===== config.mk =====
export PLATFORM = sky130hd
export DESIGN_NAME = cordic_result_buffer
export DESIGN_NICKNAME = d
export VERILOG_FILES = /design/src/rtl/cordic_result_buffer.sv
export SDC_FILE = /design/constraint.sdc
export NUM_CORES = 2
export LEC_CHECK = 0
export CORE_MARGIN = 10
export CORE_UTILIZATION = 45
export CTS_BUF_LIST = sky130_fd_sc_hd__clkbuf_8 sky130_fd_sc_hd__clkbuf_16
export DETAILED_ROUTE_END_ITERATION = 16
export GPL_ROUTABILITY_DRIVEN = 0
export PLACE_DENSITY = 0.64
export SYNTH_ARGS = -nofsm -noshare
export SYNTH_HDL_FRONTEND = slang
export SYNTH_SLANG_ARGS = --single-unit

===== constraint.sdc =====
create_clock -name i_clk -period 12.7 [get_ports i_clk]
set_input_delay 2.54 -clock i_clk [delete_from_list [all_inputs] [get_ports i_clk]]
set_output_delay 2.54 -clock i_clk [all_outputs]
set_load 0.02 [all_outputs]

===== src/rtl/cordic_result_buffer.sv =====
`timescale 1ns/1ps
// Result buffer behind the stall-free pipelined CORDIC core: FWFT FIFO of result
// tuples plus an issue-credit tracker so the upstream never outruns free slots.
module cordic_result_buffer #(
  parameter int BITS  = 33,
  parameter int DEPTH = 16,
  parameter int CW    = $clog2(DEPTH + 1)
) (
  input  logic            i_clk,
  input  logic            i_rst_n,
  input  logic            i_issue,
  input  logic            i_valid,
  input  logic [BITS-1:0] i_x,
  input  logic [BITS-1:0] i_y,
  input  logic [BITS-1:0] i_z,
  input  logic [1:0]      i_mode,
  input  logic            i_rot_en,
  input  logic            i_ready,
  output logic            o_valid,
  output logic [BITS-1:0] o_x,
  output logic [BITS-1:0] o_y,
  output logic [BITS-1:0] o_z,
  output logic [1:0]      o_mode,
  output logic            o_rot_en,
  output logic [CW-1:0]   o_count,
  output logic [CW-1:0]   o_credits,
  output logic            o_can_issue,
  output logic            o_overflow,
  output logic            o_proto_err
);

  localparam int AW = (DEPTH > 1) ? $clog2(DEPTH) : 1;
  localparam int PW = 3 * BITS + 3;
  localparam logic [CW-1:0] DEPTH_C = CW'(DEPTH);

  logic [PW-1:0] r_mem [DEPTH];
  logic [AW-1:0] r_wr_ptr;
  logic [AW-1:0] r_rd_ptr;
  logic [CW-1:0] r_count;
  logic [CW-1:0] r_in_flight;
  logic          r_overflow;
  logic          r_proto_err;

  logic          w_full;
  logic          w_empty;
  logic          w_pop;
  logic          w_push;
  logic          w_drop;
  logic          w_orphan;
  logic [CW-1:0] w_in_flight_nxt;
  logic [CW-1:0] w_count_nxt;
  logic [CW:0]   w_used;
  logic [CW:0]   w_room;
  logic [PW-1:0] w_head;

  // Downstream handshake: a word transfers on any cycle where o_valid && i_ready;
  // while o_valid is high and i_ready low the head fields stay unchanged.
  assign w_full   = (r_count == DEPTH_C);
  assign w_empty  = (r_count == '0);
  assign w_pop    = !w_empty && i_ready;
  assign w_push   = i_valid && (!w_full || w_pop);
  assign w_drop   = i_valid && w_full && !w_pop;
  assign w_orphan = i_valid && !i_issue && (r_in_flight == '0);

  always_comb begin
    w_in_flight_nxt = r_in_flight;
    if (i_issue && !i_valid) begin
      if (r_in_flight != DEPTH_C) w_in_flight_nxt = r_in_flight + CW'(1);
    end else if (i_valid && !i_issue) begin
      if (r_in_flight != '0) w_in_flight_nxt = r_in_flight - CW'(1);
    end
  end

  always_comb begin
    w_count_nxt = r_count;
    case ({w_push, w_pop})
      2'b10:   w_count_nxt = r_count + CW'(1);
      2'b01:   w_count_nxt = r_count - CW'(1);
      default: w_count_nxt = r_count;
    endcase
  end

  always_ff @(posedge i_clk or negedge i_rst_n) begin
    if (!i_rst_n) begin
      r_wr_ptr    <= '0;
      r_rd_ptr    <= '0;
      r_count     <= '0;
      r_in_flight <= '0;
      r_overflow  <= 1'b0;
      r_proto_err <= 1'b0;
    end else begin
      if (w_push) r_wr_ptr <= r_wr_ptr + AW'(1);
      if (w_pop)  r_rd_ptr <= r_rd_ptr + AW'(1);
      r_count     <= w_count_nxt;
      r_in_flight <= w_in_flight_nxt;
      if (w_drop)   r_overflow  <= 1'b1;
      if (w_orphan) r_proto_err <= 1'b1;
    end
  end

  // Payload storage needs no reset: outputs are masked whenever the FIFO is empty.
  always_ff @(posedge i_clk) begin
    if (w_push) r_mem[r_wr_ptr] <= {i_rot_en, i_mode, i_z, i_y, i_x};
  end

  assign w_head = r_mem[r_rd_ptr];

  // Credits come only from registered state, so the issuer sees them one cycle late.
  assign w_used = {1'b0, r_count} + {1'b0, r_in_flight};
  assign w_room = {1'b0, DEPTH_C} - w_used;
  assign o_credits   = (w_used >= {1'b0, DEPTH_C}) ? '0 : w_room[CW-1:0];
  assign o_can_issue = (o_credits != '0);

  assign o_valid     = !w_empty;
  assign o_x         = o_valid ? w_head[BITS-1:0]          : '0;
  assign o_y         = o_valid ? w_head[2*BITS-1:BITS]     : '0;
  assign o_z         = o_valid ? w_head[3*BITS-1:2*BITS]   : '0;
  assign o_mode      = o_valid ? w_head[3*BITS+1:3*BITS]   : 2'b00;
  assign o_rot_en    = o_valid ? w_head[PW-1]              : 1'b0;
  assign o_count     = r_count;
  assign o_overflow  = r_overflow;
  assign o_proto_err = r_proto_err;

endmodule


# Word-level counts from Yosys, hierarchy flattened
# Memory sizes are Yosys's and may differ from the RTL's.
# Index checks and enable logic that the tools add are counted.
# word_totals
register_bits	20
ramBits	1632
in_bits	107
wordCells	55
mem_count	1
# memory_table
memory	words	width	read_ports	rd_ports_with_merged_regs	write_ports	line	rtl
r_mem	16	102	1	0	1	36	logic [PW-1:0] r_mem [DEPTH];
# op_classes
addsub	8
n_lt_le_gt_ge	1
n_eq_ne	5
mux	13
n_reduce_logical	21
# ops
operator	n
$mux W33	3
$mux W5	5
$add A5 B1 Y5 const B	2
$logic_not A5 Y1	2
$pmux W5 S2	1
$reduce_bool A5 Y1	2
$sub A5 B1 Y5 const B	2
$add A4 B1 Y4 const B	2
$logic_and A1 B1 Y1	7
$add A5 B5 Y6	1
$ge A6 B5 Y1 const B	1
$reduce_bool A2 Y1	3
$eq A5 B5 Y1 const B	1
$logic_not A1 Y1	5
$ne A5 B5 Y1 const B	1
$sub A5 B5 Y5 const A	1
$mux W1	3
$reduce_and A3 Y1	1
$eq A2 B1 Y1 const B	1
$eq A2 B2 Y1 const B	1
$mux W2	1
$ne A2 B1 Y1 const B	1
$logic_or A1 B1 Y1	1

# Logic depth before layout (Yosys ltp)
# logic_depth
depth_word	7
ltp_mapped	9
ltp_nobuf	8

# Worst setup path after synthesis
# No wires, ideal clock.
# synth_timing
path_kind	input -> register
startpoint	in i_ready
endpoint	mem r_mem[1][0] (netlist bit) (enable)
setup_ns	0.813
arrival_ns	12.243
slack_ns	-0.357
stages	2
path_buffers	0
cell_sequence	o31ai_4 -> nor4_1
# synth_via
elab_chain_len	5
# synth_lines
element	line	rtl
start: declaration	18	input logic i_ready,
$logic_and A1 B1 Y1	60	assign w_pop = !w_empty && i_ready;
$logic_or A1 B1 Y1	61	assign w_push = i_valid && (!w_full || w_pop);
$logic_and A1 B1 Y1	61	
$mux W1	103	if (w_push) r_mem[r_wr_ptr] <= {i_rot_en, i_mode, i_z, i_y, i_x};
$mux W1 (not written as such)	103	
end: declaration	36	
# No other way between the ends.

# Final worst setup path
# layout_timing
startpoint	reg r_rd_ptr[0]
endpoint	out o_z[29]
# layout_via
elab_chain_len	2
# layout_lines
element	line	rtl
start: declaration	38	logic [AW-1:0] r_rd_ptr;
start signal: assignment	93	if (w_pop) r_rd_ptr <= r_rd_ptr + AW'(1);
$mem_v2 Z16 W102	--	
$mux W33	117	assign o_z = o_valid ? w_head[3*BITS-1:2*BITS] : '0;
end: declaration	22	output logic [BITS-1:0] o_z,
# No other way between the ends.

==> qor.csv <==
stage,metric,value,unit
outcome,status,"finished, final reports clean",
finish,multi_input_area,0.01327,mm^2
sta,fin_ws,4846,ps
sta,max_freq,127.3,MHz
synth,synth.avg_cell_area,23.26,um^2
clock_tree,clkTransAtPathRegs,60,ps
sta,period_minus_slack,7854,ps
synth,synth_edf_count,1632,
power,power.density,235.1,mW/mm^2
power,power.leakage,23.19,nW
global_routing,antenna_found_initial,28,
clock_tree,root_buffer,clkbuf_16,
power,p_switching,5.407,mW
finish,drive_gt1_share,25.06,%
power,power,17.23,mW
floorplan,placementRows,137,
sta,finalMaxSlewViolations,0,
critical_path,critical-path-slowest-cell,dfrtp_4,
power,ir_drop,0.2501,mV
critical_path,path_depth,6,
global_routing,grt.overflow.total,0,
routing,firstDrtPassIters,5,
routing,antenna_left,0,
synth,ys_top_cells_by_count,"edfxtp_1 (1,632), mux4_2 (409), mux2i_1 (103), a21oi_1 (80), mux2_2 (76)",
routing,drt_iter0_markers,2636,
critical_path,worstPathCellList,"buf_4, buf_4, mux4_2, mux2i_1, a21oi_1, clkdlybuf4s50_1",
critical_path,slowest_delay,1060,ps
floorplan,core_area,0.1399,mm^2
sta,hold_viol,0,
placed_design,hpwl,72.00,mm
clock_tree,post-cts-setup-buffer-count,0,
sta,holdWs,485.3,ps
critical_path,r2r_slack,8660,ps
critical_path,arrival,5310,ps
clock_tree,cts_tree,yes,
sta,tightest_slew,1127,ps
synth,synthCells,2732,
floorplan,start_util,45.43,%
synth,synth_top_area_share,77.12,%
synth,synthFlopType,edfxtp_1,
global_routing,gr-usage-all-layers,18.48,%
placed_design,place_area,0.06797,mm^2
power,swShare,31.39,%
routing,drc,0,
power,p_seq_share,39.9,%
job,cap_violations,0,
finish,final_cell_count_no_fill,5057,
synth,yosysTopAreaCell,edfxtp_1,
synth,synth_area,0.06355,mm^2
synth,ys_ff_latch,1652,
sta,finalSetupViolations,0,
synth,synth_nets,2858,
min_path,whs_path_depth,1,
power,power.internal,11.82,mW
min_path,hp-class,reg -> reg,
routing,routed-via-count,29160,
global_routing,grt_max_degree,125,
synth,synthArstFlopShare,1.211,%
sta,rsz0062_at_grt,no,
clock_tree,cts.path.max_buffers,3,
synth,seq_area_frac_synth,77.90,%
finish,finalNetCount,3159,
critical_path,end_kind,primary output,
synth,synth.most_common_cell,edfxtp_1,
global_routing,grt_pass1_vias,30930,
finish,post-route-util,52.37,%
power,p_comb_share,33.1,%
critical_path,critPathLaunchType,flop,
global_routing,grt_pass1_wl,212.7,mm
clock_tree,hold_buffers,0,
clock_tree,cts_resized,0,
routing,routed_via_density,5.766,
sta,tns,0,ps
clock_tree,cts.htree.levels,4,
clock_tree,insertion_delay,790,ps
power,clockPowerShare,27.0,%
finish,fill_cells,10670,
routing,wire_per_inst,28.77,um
placed_design,post-place-cells,4738,
clock_tree,cts_sinks,1652,
critical_path,cp.buffers_inverters,3,
critical_path,path_delay_family,buffers and inverters,
critical_path,crit_required,10160,ps
floorplan,dieArea,0.1567,mm^2
critical_path,cp_max_fo,52,
sta,skew,22.82,ps
critical_path,worst_r2r_path_depth,6,
sta,timing.final.crit_share,61.84,%
critical_path,critical_path_class,reg -> out,
sta,slew_headroom,24.89,%
synth,synth.distinct_cells,52,
finish,seq_area,0.04952,mm^2
placed_design,portBuffers,222,
routing,drt-total-wl,145.5,mm
synth,synth.area.top_cells,"edfxtp_1 (77%), mux4_2 (14%), mux2i_1 (1.6%), mux2_2 (1.3%), dfrtp_1 (0.79%)",
placed_design,dp_slack,5616,ps
global_routing,met3_usage,4.755,%
floorplan,io_pins,223,
global_routing,grt-busiest-layer,met2,
global_routing,grt_util_met2,30.00,%
floorplan,dieHeight,395.8,um
critical_path,crit_top_cell,buf_4,
floorplan,die_w,395.8,um
finish,area_delta_synth_final,15.28,%
finish,stdcell_area,0.07326,mm^2
synth,ys_warn_count,0,
clock_tree,numCtsBuffers,169,
global_routing,met1_usage,24.88,%
-- worst register-to-register path, cell delays in order (launching register included) --
cell and delay [ps]:
dfrtp_1 610, nor4_4 180, a31oi_1 630, nand3_1 460
nor2_4 210, buf_4 630, buf_4 850
-- cell usage in the layout (no fill, tap or decap), types with 5 or more instances in the layout --
master,Yosys,routed
xor2_1,5,5
a22oi_1,28,28
mux4_2,409,409
clkinv_1,0,40
a21oi_1,80,80
mux2i_1,103,103
clkinv_8,0,6
inv_6,0,7
nand2_1,7,6
dfrtp_1,20,16
nor2_1,14,10
clkbuf_16,0,171
ha_1,17,17
o21ai_0,50,50
edfxtp_1,1632,1632
mux2_2,76,76
diode_2,0,5
clkdlybuf4s50_1,0,222
clkinv_2,0,23
inv_1,18,66
o21ai_1,56,56
nand3_1,5,5
xnor2_1,11,11
buf_4,23,42
bufinv_16,0,9
buf_12,0,11
-- worst paths after layout --
path | startpoint | to
setup / recovery | r_rd_ptr[0]$_DFFE_PN0N_ | o_z[29]
hold / removal | o_proto_err$_DFFE_PN0P_ | o_proto_err$_DFFE_PN0P_
setup reg to reg | o_count[1]$_DFFE_PN0P_ | r_mem[15][20]$_DFFE_PP_
hold reg to reg | o_proto_err$_DFFE_PN0P_ | o_proto_err$_DFFE_PN0P_
max in group asynchronous | i_rst_n | r_rd_ptr[3]$_DFFE_PN0N_
min in group asynchronous | i_rst_n | o_proto_err$_DFFE_PN0P_
-- kinds of logic (layout without fill, tap and decap cells) --
kind of cell | Yosys count | in the layout | share of synthesized area [%]
DFF | 1652 | 1652 | 77.90
buffers and inverters | 163 | 607 | 1.374
and+or+nand+nor | 61 | 61 | 0.5316
other | 0 | 5 | 0
AOI/OAI and AO/OA | 232 | 232 | 2.073
adders and majority gates | 19 | 19 | 0.3977
xor gates and xnor gates | 17 | 17 | 0.2559
muxes | 588 | 588 | 17.46
-- layer usage --
layer / part of all wire [%] / wire, um
met2: 49 / 71360
met5: 0.13 / 187
met4: 2.0 / 2840
met1: 42 / 61010
met3: 6.9 / 10080
-- registers in the layout, indices dropped and copies added (netlist names) --
register / flops
r_in_flight: 5
o_count: 5
r_wr_ptr: 4
o_proto_err: 1
r_mem: 1632
r_rd_ptr: 4
o_overflow: 1
-- power by group through the flow --
stage,Combinational (mW),Sequential [mW],Clock (mW)
6_report,5.70,6.87,4.66
3_3_place_gp,5.75,6.94,0
5_1_grt,6.12,6.92,5.00
2_1_floorplan,3.86,6.87,0
4_1_cts,5.85,6.87,4.76
3_5_place_dp,5.82,6.99,0
-- layout make-up --
cell class,count,share of cell area (%)
sequential,1652,67.60
multi-input combinational,917,18.12
clock buffer,173,5.879
timing repair buffer,275,3.764
tap,1876,3.204
clock inverter,141,1.329
inverter,18,0.09223
antenna,5,0.01708
No activity file was read; power rests on OpenSTA's default activity.
